===== src/rtl/pipe_perf_monitor.sv =====
// Pipeline performance monitor: cycle counter plus NUM_EVT saturating event counters with a registered readout.
// Optional PIPE_PERF_MONITOR_SNAPSHOT_EN adds snap_i and a shadow bank that feeds rd_data_o.
module pipe_perf_ctr #(
  parameter int CNT_W = 32
) (
  input  logic             clk_i,
  input  logic             rst_i,
  input  logic             clr_i,
  input  logic             inc_i,
`ifdef PIPE_PERF_MONITOR_SNAPSHOT_EN
  input  logic             snap_i,
  output logic [CNT_W-1:0] shd_o,
`endif
  output logic [CNT_W-1:0] cnt_o,
  output logic             ovf_o
);
  logic [CNT_W-1:0] cnt_q, cnt_d;
  logic             ovf_q, ovf_d;

  always_comb begin
    cnt_d = cnt_q;
    ovf_d = ovf_q;
    if (clr_i) begin
      cnt_d = '0;
      ovf_d = 1'b0;
    end else if (inc_i) begin
      if (&cnt_q) ovf_d = 1'b1;
      else        cnt_d = cnt_q + CNT_W'(1);
    end
  end

  always_ff @(posedge clk_i) begin
    if (rst_i) begin
      cnt_q <= '0;
      ovf_q <= 1'b0;
    end else begin
      cnt_q <= cnt_d;
      ovf_q <= ovf_d;
    end
  end

`ifdef PIPE_PERF_MONITOR_SNAPSHOT_EN
  // Shadow captures the post-increment value so a snap includes the current cycle.
  logic [CNT_W-1:0] shd_q, shd_d;
  always_comb begin
    shd_d = shd_q;
    if (clr_i)       shd_d = '0;
    else if (snap_i) shd_d = cnt_d;
  end
  always_ff @(posedge clk_i) begin
    if (rst_i) shd_q <= '0;
    else       shd_q <= shd_d;
  end
  assign shd_o = shd_q;
`endif

  assign cnt_o = cnt_q;
  assign ovf_o = ovf_q;
endmodule

module pipe_perf_monitor #(
  parameter int NUM_EVT = 4,
  parameter int CNT_W   = 32,
  parameter int LIMIT_W = 16,
  parameter int SEL_W   = 4
) (
  input  logic               clk_i,
  input  logic               rst_i,
  input  logic               start_i,
  input  logic               clear_i,
  input  logic [NUM_EVT-1:0] evt_i,
  input  logic [LIMIT_W-1:0] cycle_limit_i,
  input  logic [SEL_W-1:0]   rd_sel_i,
`ifdef PIPE_PERF_MONITOR_SNAPSHOT_EN
  input  logic               snap_i,
`endif
  output logic [CNT_W-1:0]   rd_data_o,
  output logic [NUM_EVT:0]   ovf_o,
  output logic               running_o,
  output logic               done_o
);
  typedef enum logic [1:0] {S_IDLE, S_RUN, S_HOLD, S_DONE} state_e;

  state_e                      state_q, state_d;
  logic                        running_q, done_q;
  logic [CNT_W-1:0]            rd_data_q, rd_data_d;
  logic [NUM_EVT:0][CNT_W-1:0] cnt, rd_src;
  logic [NUM_EVT:0]            inc;
  logic                        counting, hit;

  assign counting = (state_q == S_RUN) && start_i;
  assign inc      = {evt_i & {NUM_EVT{counting}}, counting};
  assign hit      = counting && (cycle_limit_i != '0) &&
                    ((cnt[0] + CNT_W'(1)) == CNT_W'(cycle_limit_i));

  for (genvar k = 0; k <= NUM_EVT; k++) begin : g_ctr
    pipe_perf_ctr #(.CNT_W(CNT_W)) u_ctr (
      .clk_i (clk_i),
      .rst_i (rst_i),
      .clr_i (clear_i),
      .inc_i (inc[k]),
`ifdef PIPE_PERF_MONITOR_SNAPSHOT_EN
      .snap_i(snap_i),
      .shd_o (rd_src[k]),
`endif
      .cnt_o (cnt[k]),
      .ovf_o (ovf_o[k])
    );
  end

`ifndef PIPE_PERF_MONITOR_SNAPSHOT_EN
  assign rd_src = cnt;
`endif

  always_comb begin
    state_d = state_q;
    if (clear_i) state_d = S_IDLE;
    else begin
      case (state_q)
        S_IDLE:  if (start_i) state_d = S_RUN;
        S_RUN:   if (!start_i) state_d = S_HOLD;
                 else if (hit) state_d = S_DONE;
        S_HOLD:  if (start_i) state_d = S_RUN;
        default: state_d = S_DONE;
      endcase
    end
  end

  always_ff @(posedge clk_i) begin
    if (rst_i) begin
      state_q   <= S_IDLE;
      running_q <= 1'b0;
      done_q    <= 1'b0;
    end else begin
      state_q   <= state_d;
      running_q <= (state_d == S_RUN);
      done_q    <= (state_d == S_DONE);
    end
  end

  // Readout reflects pre-edge values, so a clear still reports the old count once.
  always_comb begin
    rd_data_d = '0;
    for (int k = 0; k <= NUM_EVT; k++)
      if (rd_sel_i == SEL_W'(k)) rd_data_d = rd_src[k];
  end

  always_ff @(posedge clk_i) begin
    if (rst_i) rd_data_q <= '0;
    else       rd_data_q <= rd_data_d;
  end

  assign rd_data_o = rd_data_q;
  assign running_o = running_q;
  assign done_o    = done_q;
endmodule

===== config.mk =====
export PLATFORM = sky130hd
export DESIGN_NAME = pipe_perf_monitor
export DESIGN_NICKNAME = d
export VERILOG_FILES = /design/src/rtl/pipe_perf_monitor.sv
export SDC_FILE = /design/constraint.sdc
export NUM_CORES = 1
export LEC_CHECK = 0
export CORE_MARGIN = 5
export CORE_UTILIZATION = 25
export DETAILED_ROUTE_END_ITERATION = 6
export PLACE_DENSITY = 0.39
export SYNTH_ARGS = -nofsm -noshare
export SYNTH_HDL_FRONTEND = slang
export SYNTH_SLANG_ARGS = --single-unit
export TNS_END_PERCENT = 50

===== constraint.sdc =====
create_clock -name clk_i -period 2.46 [get_ports clk_i]
set_input_delay 0.492 -clock clk_i [delete_from_list [all_inputs] [get_ports clk_i]]
set_output_delay 0.492 -clock clk_i [all_outputs]
set_load 0.005 [all_outputs]

==> results_dict.tcl <==
set metrics [dict create \
    cp-start-kind "register" \
    endpoint_kind "register" \
    synth-seq-area-share 0.387 \
    fp.dieArea_sq_um 45800 \
    p_int_uw 5750 \
    min_path_type "register to register" \
    finalWeightedCongestion 0.841 \
    crit_slowest_cell "o41ai_2" \
    period_needed_ns 2.36 \
    vdd_drop_max_uv 382 \
    relSlewSlack 0.633 \
    fin_nets 1448 \
    setup_viol 0 \
    routed.top_layer "met4" \
    setup_tns_ns 0 \
    die_h_um 214 \
    nFillCells 4334 \
    drive_gt1_frac 0.156 \
    routed-wl-met2_mm 15.2 \
    power_density_nw_per_um2 546 \
    synth_area_leader_cell "dfxtp_1" \
    min-delay-start "g_ctr[2].u_ctr.ovf_o" \
    drt_wl_total_mm 33.8 \
    final-max-slew-violation-count 0 \
    drc_errors 0 \
    grt_pass1_wl_mm 53.2 \
    first_global_vias 9119 \
    max_freq_mhz 423 \
    crit_chain "buf_4 -> nand4_1 -> buf_4 -> nor3_1 -> and3_2 -> a31o_2 -> nand3_1 -> o41ai_2 -> and2_1" \
    synth_nets 1303 \
    dr.pass1.iters 4 \
    vias_per_cell 4.75 \
    cts_tree "yes" \
    cp_common_cell "buf_4" \
    p_sw_uw 1660 \
    cp_max_fo 6 \
    core-area_sq_um 41000 \
    num_rows 74 \
    detail-route-antenna-nets 0 \
    syn_inst 1269 \
    seqPwrFrac 0.440 \
    power_frac_comb 0.037 \
    synthArstFlopShare 0 \
    diodes 0 \
    yosysWarnings 0 \
    synth_top_area_frac 0.387 \
    yosysUniqueCellTypes 54 \
    area_delta_synth_final_pct 30.5 \
    skew_ns 0.0117 \
    cts_buffers 26 \
    cp.depth 9 \
    synth_area_leaders "dfxtp_1 (39%), nor2_1 (7.9%), xor2_1 (7.7%)" \
    slowest_delay_ns 0.38 \
    routedLengthMet1_mm 16.7 \
    ff2ff_path_depth 9 \
    met3WireLength_mm 1.12 \
    arrival_ns 2.85 \
    die_w_um 214 \
    vias 9341 \
    critPathKind "register to register" \
    syn-cell-area_sq_um 10400 \
    groute.usage.overall 0.142 \
    drv_cap 0 \
    power.static_leakage_uw 0.00469 \
    root_buffer "clkbuf_16" \
    start_util 0.253 \
    rsz0062_at_grt "true" \
    synth-edff-count 0 \
    setup.worst_path.start "g_ctr[0].u_ctr.cnt_o[9]" \
    clock-sinks 201 \
    status "finished clean" \
    clkLatencyLatePin_ns 0.54 \
    clkSlewWorstSetupHoldPaths_ns 0.06 \
    hold_violations 0 \
    worstHoldPathCells 2 \
    fin_util 0.331 \
    switching_share 0.224 \
    portBuffers 66 \
    worst-path-buf-inv 2 \
    crit_family "simple AND/OR/NAND/NOR gates" \
    required_ns 2.94 \
    clockBufferDepth 3 \
    grt_max_degree 43 \
    ys.flop_type "dfxtp_1" \
    ios 67 \
    syn_avg_cell_area_sq_um 8.19 \
    reg2reg_from "g_ctr[0].u_ctr.cnt_o[9]" \
    period_share 0.961 \
    htreeDepth 1 \
    grt_antenna_before_repair 0 \
    hpwl_mm 25.3 \
    wl_per_cell_um 17.2 \
    tightest_slew_ns 0.545 \
    clockPowerShare 0.523 \
    overflow 0 \
    drt_iter0_markers 519 \
    synth-seq-cells 201 \
]
power groups by stage:
stage	Combinational (uW)	Sequential, uW	Clock (uW)
after floorplan	126	3330	0
after global placement	278	3330	0
after detailed placement	277	3330	0
after CTS	280	3260	4020
after global routing	298	3260	4150
final	276	3260	3870
cells by family after synthesis:
logic type | Yosys count | synth area share
xor gates and xnor gates | 177 | 0.149
muxes | 39 | 0.0375
AOI/OAI and AO/OA | 122 | 0.0790
DFF | 201 | 0.387
buffers and inverters | 102 | 0.0414
and+or+nand+nor | 622 | 0.299
adders and majority gates | 6 | 0.00722
cells in the final DEF (no fill, tap or decap), types with 11 or more instances in the layout:
cell type        synthesis  layout
nand2_1                 94      93
o21ai_0                 46      46
xor2_1                  91      91
mux2i_1                 39      39
clkdlybuf4s50_1          0      65
xnor2_1                 86      86
nand4_1                 59      59
clkbuf_16                0      27
a21oi_1                 17      17
nand3_1                 77      76
or3_1                   11      11
nor3_1                  24      22
and3_1                  39      37
dfxtp_1                201     189
inv_1                   16      16
buf_4                    8     123
buf_12                   0      12
and2_1                  17      17
nor2_1                 218     218
and4_1                  23      23
a221oi_1                32      32
nor4_1                  33      26
worst reg2reg max path, stage by stage (launching register included):
cell and delay (ns):
dfxtp_1 0.34, buf_4 0.17, nand4_1 0.20, buf_4 0.21, nor3_1 0.24, and3_2 0.30, a31o_2 0.17, nand3_1 0.12
o41ai_2 0.38, and2_1 0.17
path summary, 6_finish.rpt:
check | to | slack [ns]
worst max-delay path | done_o | 0.1
worst min-delay path | g_ctr[2].u_ctr.ovf_o | 0.45
worst max register to register | done_o | 0.1
worst min register to register | g_ctr[2].u_ctr.ovf_o | 0.45
through the flow:
step                power (uW)  worst slack, ns  hold WS [ns]  std cells  area [sq um]
floorplan                 3460           0.0464         0.426       1269         10400
global placement          3610           -0.352         0.449       1911         12500
detailed placement        3610           -0.345         0.443       1911         12500
CTS                       7560          0.00429         0.454       1961         13500
global route              7700          -0.0321         0.474       1965         13600
finish                    7410           0.0965         0.450       1965         13600
synth_stat cells (5+ instances only):
cell / instances
o21ai_0: 46
inv_1: 16
nor4_1: 33
nand4_1: 59
clkbuf_1: 62
buf_2: 14
xor2_1: 91
nand3_1: 77
a31oi_1: 6
xnor2_1: 86
nor3_1: 24
a221oi_1: 32
nor2_1: 218
a21oi_1: 17
dfxtp_1: 201
nand2_1: 94
and3_1: 39
and2_1: 17
buf_4: 8
mux2i_1: 39
ha_1: 6
nor4b_1: 5
and4_1: 23
or3_1: 11
cell type report:
class / count / area (sq um) / area share
multi-input combinational: 966 / 6090 / 0.449
sequential: 201 / 4040 / 0.298
timing repair buffer: 203 / 1840 / 0.136
clock buffer: 42 / 822 / 0.0606
tap: 532 / 666 / 0.0491
inverter: 16 / 60.1 / 0.00443
clock inverter: 5 / 50.0 / 0.00369
state kept, by name (all words and copies together) (netlist names):
name,cells
running_o,1
rd_data_o,32
g_ctr.u_ctr.cnt_o,160
done_o,1
state_q,2
g_ctr.u_ctr.ovf_o,5
routing by layer:
layer	GRT usage	up-vias
met4	0.0354	0
met5	0	-
met1	0.198	4435
met3	0.0202	50
li1	-	4731
met2	0.233	125
what timing repair did:
| action | in CTS | in global routing |
|---|---|---|
| hold buffers | 0 | 0 |
| pin swaps | 8 | 7 |
| buffers inserted | 3 | 4 |
| gates resized for setup | 24 | 12 |
| endpoints found under the setup margin | 3 | 7 |
No activity file was read; power rests on OpenSTA's default activity.
